## src/rtl/uart_frame_parser.sv

```systemverilog
// uart_frame_parser
// Receives bytes from a UART receiver, finds frames of the form
// SYNC_BYTE, LEN, LEN payload bytes, CSUM, and verifies the checksum
// CSUM = (LEN + sum of payload) mod 256.
// Payload bytes are buffered while the frame arrives. Only a frame whose
// checksum matches is replayed on the out_* handshake interface.
// Bad lengths and bad checksums each produce a one-cycle error pulse.
// Bytes that arrive while a frame is being drained are dropped and flagged.
//
// Optional feature: define FRAME_TIMEOUT_EN to enable the inter-byte timeout.
// A frame that stalls for TIMEOUT_CYCLES clocks in LEN/PAYLOAD/CSUM is
// abandoned and the timeout output pulses. Without the macro, timeout is
// tied low and the parser waits indefinitely.
module uart_frame_parser #(
  parameter logic [7:0] SYNC_BYTE      = 8'hA5,
  parameter int         MAX_LEN        = 16,
  parameter int         TIMEOUT_CYCLES = 52080
) (
  input  logic       clk,
  input  logic       reset,
  input  logic [7:0] rx_data,
  input  logic       rx_valid,
  output logic [7:0] out_data,
  output logic       out_valid,
  input  logic       out_ready,
  output logic       out_last,
  output logic       crc_err,
  output logic       len_err,
  output logic       overrun,
  output logic       timeout
);

  // Buffer address width; at least one bit so MAX_LEN=1 still elaborates
  localparam int         AW        = (MAX_LEN > 1) ? $clog2(MAX_LEN) : 1;
  localparam logic [7:0] MAX_LEN_B = 8'(MAX_LEN);

  typedef enum logic [2:0] {
    S_HUNT,
    S_LEN,
    S_PAYLOAD,
    S_CSUM,
    S_DRAIN
  } state_t;

  state_t     state;
  logic [7:0] len_reg;
  logic [7:0] idx_reg;
  logic [7:0] rd_idx_reg;
  logic [7:0] sum_reg;
  logic [7:0] rd_idx_next;
  logic       tmo_fire;

  // Payload storage. It has no reset: a discarded frame is simply overwritten.
  logic [7:0] buffer [0:MAX_LEN-1];

  assign rd_idx_next = rd_idx_reg + 8'd1;

  // Payload buffer write port, one byte per accepted payload strobe
  always_ff @(posedge clk) begin
    if (state == S_PAYLOAD && rx_valid) begin
      buffer[idx_reg[AW-1:0]] <= rx_data;
    end
  end

`ifdef FRAME_TIMEOUT_EN
  localparam int TW = $clog2(TIMEOUT_CYCLES + 1);

  logic [TW-1:0] tmo_cnt_reg;
  logic          in_frame;

  // The timer only runs while the parser is partway through a frame header or body
  assign in_frame = (state == S_LEN) || (state == S_PAYLOAD) || (state == S_CSUM);

  // A byte arriving on the expiry cycle takes priority over the timeout
  assign tmo_fire = in_frame && !rx_valid && (tmo_cnt_reg == TW'(TIMEOUT_CYCLES - 1));

  // Inter-byte silence counter and the registered timeout pulse
  always_ff @(posedge clk or posedge reset) begin
    if (reset) begin
      tmo_cnt_reg <= '0;
      timeout     <= 1'b0;
    end else begin
      timeout <= tmo_fire;
      if (rx_valid || !in_frame || tmo_fire) begin
        tmo_cnt_reg <= '0;
      end else begin
        tmo_cnt_reg <= tmo_cnt_reg + 1'b1;
      end
    end
  end
`else
  assign tmo_fire = 1'b0;
  assign timeout  = 1'b0;
`endif

  // Frame FSM with registered outputs. Error pulses default low every cycle.
  always_ff @(posedge clk or posedge reset) begin
    if (reset) begin
      state      <= S_HUNT;
      len_reg    <= 8'd0;
      idx_reg    <= 8'd0;
      rd_idx_reg <= 8'd0;
      sum_reg    <= 8'd0;
      out_data   <= 8'h00;
      out_valid  <= 1'b0;
      out_last   <= 1'b0;
      crc_err    <= 1'b0;
      len_err    <= 1'b0;
      overrun    <= 1'b0;
    end else begin
      crc_err <= 1'b0;
      len_err <= 1'b0;
      overrun <= 1'b0;
      case (state)
        S_HUNT: begin
          if (rx_valid && rx_data == SYNC_BYTE) begin
            state <= S_LEN;
          end
        end
        S_LEN: begin
          if (rx_valid) begin
            if (rx_data == 8'd0 || rx_data > MAX_LEN_B) begin
              len_err <= 1'b1;
              state   <= S_HUNT;
            end else begin
              len_reg <= rx_data;
              sum_reg <= rx_data;
              idx_reg <= 8'd0;
              state   <= S_PAYLOAD;
            end
          end else if (tmo_fire) begin
            state <= S_HUNT;
          end
        end
        S_PAYLOAD: begin
          if (rx_valid) begin
            sum_reg <= sum_reg + rx_data;
            idx_reg <= idx_reg + 8'd1;
            if (idx_reg == len_reg - 8'd1) begin
              state <= S_CSUM;
            end
          end else if (tmo_fire) begin
            state <= S_HUNT;
          end
        end
        S_CSUM: begin
          if (rx_valid) begin
            if (rx_data == sum_reg) begin
              // Prefetch the first payload byte so out_valid rises one cycle later
              state      <= S_DRAIN;
              rd_idx_reg <= 8'd0;
              out_valid  <= 1'b1;
              out_data   <= buffer[0];
              out_last   <= (len_reg == 8'd1);
            end else begin
              crc_err <= 1'b1;
              state   <= S_HUNT;
            end
          end else if (tmo_fire) begin
            state <= S_HUNT;
          end
        end
        S_DRAIN: begin
          // The receiver cannot be stalled, so a byte arriving here is lost
          if (rx_valid) begin
            overrun <= 1'b1;
          end
          if (out_valid && out_ready) begin
            if (out_last) begin
              state     <= S_HUNT;
              out_valid <= 1'b0;
              out_last  <= 1'b0;
              out_data  <= 8'h00;
            end else begin
              rd_idx_reg <= rd_idx_next;
              out_data   <= buffer[rd_idx_next[AW-1:0]];
              out_last   <= (rd_idx_next == len_reg - 8'd1);
            end
          end
        end
        default: begin
          state <= S_HUNT;
        end
      endcase
    end
  end

endmodule

```

## config.mk

```make
export PLATFORM = sky130hd
export DESIGN_NAME = uart_frame_parser
export DESIGN_NICKNAME = d
export VERILOG_FILES = /design/src/rtl/uart_frame_parser.sv
export SDC_FILE = /design/constraint.sdc
export NUM_CORES = 1
export LEC_CHECK = 0
export ABC_CLOCK_PERIOD_IN_PS = 2600
export BUFFER_PORTS_ARGS = -buffer_cell sky130_fd_sc_hd__buf_2
export CAP_MARGIN = 20
export CORE_ASPECT_RATIO = 0.5
export CORE_MARGIN = 4
export CORE_UTILIZATION = 30
export CTS_BUF_LIST = sky130_fd_sc_hd__clkbuf_16
export DETAILED_ROUTE_END_ITERATION = 8
export SETUP_SLACK_MARGIN = 0.4
export SYNTH_ARGS = -nofsm -noshare
export SYNTH_HDL_FRONTEND = slang
export SYNTH_SLANG_ARGS = --single-unit
export TNS_END_PERCENT = 10
```

## constraint.sdc

```tcl
create_clock -name clk -period 2.6 [get_ports clk]
set_input_delay 0.26 -clock clk [delete_from_list [all_inputs] [get_ports clk]]
set_output_delay 0.26 -clock clk [all_outputs]
set_load 0.02 [all_outputs]
```

* Yosys cells after proc, flatten, opt, wreduce, memory -nomap -nowiden *
Memories as Yosys holds them, arrays and structs flattened.
Cells that the tools add are included.

cells by class
  add/subtract/negate cells = 4
  magnitude comparators = 1
  equal/unequal tests = 19
  mux-type cells = 48
  bitwise logic cells = 1
  reduce and logical (&&, ||, !) cells = 14

operators by type and width
  kind                 count
  $mux 8               14
  $pmux 8 s2           4
  $eq 8x8->1           3
  $mux 3               8
  $mux 1               18
  $ne 2x2->1 const B   9
  $add 8x1->8 const B  2
  $pmux 3 s5           1
  $reduce_and 5->1     2
  $add 8x8->8          1
  $eq 8x1->1 const B   1
  $eq 8x8->1 const B   1
  $gt 8x5->1 const B   1
  $logic_not 8->1      1
  $reduce_and 4->1     2
  $sub 8x1->8 const B  1
  $reduce_and 7->1     1
  $eq 3x2->1 const B   2
  $pmux 1 s2           2
  $reduce_bool 2->1    2
  $eq 3x1->1 const B   1
  $eq 3x3->1 const B   1
  $logic_and 1x1->1    3
  $logic_not 3->1      1
  other kinds (5)      5

word-level totals
  register bits = 48
  bits in writable memories = 128
  input bits = 12
  output and inout port bits = 14
  memories = 1

memory list
  name    words  width  read ports  clocked after memory_dff  write ports  RTL line  source
  buffer  16     8      2           0                         1            54        logic [7:0] buffer [0:MAX_LEN-1];

* Depth between registers and ports, before layout *
  depth in word-level cells = 5
  mapped depth = 9
  gate-level depth less buffers = 9

* Worst setup path before layout *
Ideal clock, no wire load.

  path type = register to register
  start = reg state[0]
  end = mem buffer[1][0], enable pin
  arrival time = 1795 ps
  data required time = 2217 ps
  path slack = 422 ps
  stages on the path, launching flop included = 7
  path buffers = 2
  cells stage by stage = dfrtp_1 buf_2 nor2_1 and3_1 clkbuf_1 nand2_1 nor3_1

on the way
  longest elaborated chain between the ends = 4

RTL lines
  element                       RTL line  source
  start: declaration            45        state_t state;
  start signal: assignment      99        state <= S_HUNT;
  start signal: assignment      117       state <= S_LEN;
  start signal: assignment      124       state <= S_HUNT;
  $eq 3x2->1                    60        if (state == S_PAYLOAD && rx_valid) begin
  $logic_and 1x1->1             60
  $mux 1                        60
  $mux 1 (not written as such)  61        buffer[idx_reg[AW-1:0]] <= rx_data;
  end: declaration              54

Every way passes these cells.

* Worst setup path in the final report *
  start = reg len_reg[1]
  end = reg state[0]

on the way
  longest elaborated chain between the ends = 4

RTL lines
  element                            RTL line  source
  start: declaration                 46        logic [7:0] len_reg;
  start signal: assignment           126       len_reg <= rx_data;
  $sub 8x1->8                        139       if (idx_reg == len_reg - 8'd1) begin
  $eq 8x8->1                         139
  $ne 2x1->1 (no source line)        --
  $reduce_and 7->1 (no source line)  --
  end signal: assignment             140       state <= S_CSUM;
  end signal: assignment             143       state <= S_HUNT;
  end signal: assignment             150       state <= S_DRAIN;

Every way passes these cells.
A chain may end at the register's enable or synchronous reset.

==> flow_summary_export.csv <==
group,metric,value,unit
critical_path,required,2960,ps
pwr,static-leakage-power,3.45,nW
final_layout,antenna_cells_inserted,0,
timing,fin_worst_skew,11.7,ps
synth,fraction_of_the_mapped_netlist_area_in_compound_gates,6.58,%
final_layout,finish.net_count,664,
synth,cell_types_with_the_largest_area_share_after_synthesis,"sky130_fd_sc_hd__edfxtp_1, sky130_fd_sc_hd__dfrtp_1, sky130_fd_sc_hd__mux4_2, sky130_fd_sc_hd__xnor2_1, sky130_fd_sc_hd__nand2_1",
drt,wire_per_inst,19.0,µm
pwr,combinationalPowerShare,20.1,%
flow_run,maxCapViolCount,0,
drt,total_detailed_routing_wirelength,18900,µm
floorplanning,die_h,124,µm
synth,top_cell_type_by_total_area_after_synthesis,"sky130_fd_sc_hd__edfxtp_1",
floorplanning,placementRows,41,
clocking,clock_tree.buffer_depth,2,
final_layout,layout-drive-gt1-share,26.2,%
global_routing,overflow,0,
global_routing,grt_first_pass_wirelength,28700,µm
final_layout,syn2layout_area_growth,20.5,%
pwr,power_report.internal_total,5.31,mW
synth,post-synth-top-count-cell,"sky130_fd_sc_hd__edfxtp_1",
drt,ant_nets,0,
critical_path,crit_fanout,3,
clocking,numCtsBuffers,17,
timing,maxClockFrequency,465,MHz
pwr,switching_share,28.5,%
place,place_ws,195,ps
timing,timing.final.ws_setup,449,ps
place,numPortBuffers,24,
timing,timing_max_transition_violations_final,0,
synth,synth-edff-count,128,
drt,first_iter_violations,372,
critical_path,end_kind,"flop",
global_routing,first_global_vias,5016,
floorplanning,initial_utilization,31.1,%
pwr,power_frac_clock,33.7,%
critical_path,crit_path_start_kind,"flop",
timing,min_period_over_period,82.7,%
global_routing,pin_count_of_the_biggest_net_entering_global_routing,38,
synth,main_combinational_cell_family_by_area_after_synthesis,"multiplexers",
place,globalplace.congestion,0.776,
synth,ys_seq_area_share,63.0,%
synth,synthDominantCellAreaShare,48.0,%
clocking,clockRootBuffer,"sky130_fd_sc_hd__clkbuf_16",
place,number_of_placed_instances_with_taps_included,943,
synth,ys_types,54,
global_routing,grt_antenna_before_repair,0,
clocking,cts.clk_slew.worst_paths,70,ps
synth,synth-simple-area-share,10.6,%
pwr,post-layout-total-power,7.43,mW
synth,synth_top_cells_by_count,"sky130_fd_sc_hd__edfxtp_1, sky130_fd_sc_hd__nand2_1, sky130_fd_sc_hd__dfrtp_1",
timing,rsz0062_at_grt,"yes",
timing,timing_worst_slew_pin_value,610,ps
synth,dominantRegCellSynth,"sky130_fd_sc_hd__edfxtp_1",
timing,setup_viol_count_final,0,
synth,synth-adder-area-share,2.44,%
synth,ys_async_sr_fraction,27.3,%
pwr,p_per_area,770,mW/mm²
floorplanning,die_area,0.0295,mm²
timing,timing.final.hold_violations,0,
synth,synth_area_per_cell,14.2,µm²
hold_path,timing.hold.worst.class,"input pin to flop",
synth,post_synth_xor_area_fraction,4.24,%
synth,netlist_instances,563,
drt,drc,0,
critical_path,critPathKind,"flop to flop",
clocking,htree_num_levels,4,
final_layout,area.sequential,0.00505,mm²
synth,synthMuxAreaShare,10.7,%
floorplanning,floorplan.die.width,239,µm
pwr,switching_power,2.12,mW
drt,viasPerCell,4.95,
synth,synthesis.yosys.warnings,0,
final_layout,largest_reg_flops,128,
clocking,clock_tree_from_tritoncts,"yes",
final_layout,final_cell_count_no_fill,994,
synth,synth_nets,590,
place,post-dp-hpwl,12200,µm
synth,synth_seq_cells,176,
global_routing,total_grt_usage,12.9,%
timing,setup_total_negative_slack,0,ps
pwr,p_seq_share,46.2,%
final_layout,multiInputGateArea,0.00290,mm²
timing,period_minus_slack,2150,ps
timing,maxSlewHeadroom,59.3,%
timing,hold_ws,132,ps
clocking,clock_latency_on_the_worst_skew_pair,440,ps
final_layout,fillCellCount,2379,
drt,routed-via-count,4921,
critical_path,critPathArrivalTime,2510,ps
clocking,cts_sinks,176,
pwr,ir_drop,0.000477,V
floorplanning,ios,26,
status,status,"completed",
drt,first_pass_iters,4,
floorplanning,core_area,0.0257,mm²
synth,synth_area,0.00800,mm²
## cells by family (layout without fill, tap and decap cells)
| group | after synthesis | count (layout) |
|---|---|---|
| buffers and inverters | 38 | 125 |
| adders and majority gates | 15 | 15 |
| DFF | 176 | 176 |
| and+or+nand+nor | 167 | 167 |
| other | 1 | 1 |
| AOI/OAI and AO/OA | 85 | 85 |
| xor gates and xnor gates | 37 | 37 |
| muxes | 44 | 44 |
## placed cells by master, fill, tap and decap left out, drive strengths merged, types with 14 or more instances in the layout
master,synthesis,routed
inv,15,22
a21oi,15,15
nor2,31,31
nor2b,14,14
o21ai,31,31
ha,14,14
edfxtp,128,128
xnor2,26,26
buf,15,75
nand2,55,55
mux4,32,32
nor3,17,17
clkbuf,8,19
dfrtp,48,48
## power groups by stage
stage               sequential, mW  combinational [mW]  clock (mW)
detailed placement            3.48                1.23           0
global placement              3.48                1.21           0
finish                        3.43                1.50        2.51
floorplan                     3.39               0.990           0
CTS                           3.42                1.30        2.53
global route                  3.46                1.66        2.66
## layer usage
| layer | GRT usage, % | up-vias | wire (µm) |
|---|---|---|---|
| li1 | - | 2275 | - |
| met1 | 17.3 | 2509 | 8700 |
| met2 | 21.0 | 111 | 9050 |
| met3 | 2.74 | 26 | 739 |
| met4 | 4.39 | 0 | 358 |
| met5 | 0 | - | 0 |
## area by class of cell
cell class / instances / share of cell area [%]
inverter: 15 / 0.584
tap: 344 / 4.46
multi-input combinational: 349 / 30.1
clock inverter: 15 / 1.49
clock buffer: 17 / 4.41
timing repair buffer: 78 / 6.60
sequential: 176 / 52.4
## metrics by stage
stage               util (%)  area (µm²)
CTS                     36.5        9380
floorplan                  -        8000
finish                  37.5        9650
detailed placement      34.0        8740
global placement        34.0        8740
global route            37.5        9650
## what timing repair did
item / 4_1_cts / 5_1_grt
hold endpoints to repair: 20 / 0
endpoints found under the setup margin: 9 / 32
hold buffers: 1 / 0
buffers inserted: 3 / 13
gates cloned: 0 / 2
pin swaps: 0 / 11
gates resized for setup: 8 / 27
## worst max-delay path: stages (launching register included)
cell and delay, ps:
sky130_fd_sc_hd__dfrtp_1 430, sky130_fd_sc_hd__inv_2 120, sky130_fd_sc_hd__ha_4 190, sky130_fd_sc_hd__xor2_4 180, sky130_fd_sc_hd__xnor2_1 140, sky130_fd_sc_hd__nand4_1 100
sky130_fd_sc_hd__or3_1 380, sky130_fd_sc_hd__or4_1 400, sky130_fd_sc_hd__o21ai_1 130
## worst paths after layout
kind / start / slack, ps / end / cells past startpoint
worst max register to register: len_reg[1]$_DFFE_PP0P_ / 450 / state[0]$_DFFE_PP0P_ / 8
worst max-delay path: len_reg[1]$_DFFE_PP0P_ / 450 / state[0]$_DFFE_PP0P_ / 8
worst min register to register: sum_reg[5]$_DFFE_PP0P_ / 490 / sum_reg[5]$_DFFE_PP0P_ / 2
min in group asynchronous: reset / 450 / sum_reg[0]$_DFFE_PP0P_ / 3
worst min-delay path: rx_valid / 130 / overrun$_DFF_PP0_ / 2
max in group asynchronous: reset / 1560 / len_reg[0]$_DFFE_PP0P_ / 4
(Power assumes the default switching activity.)
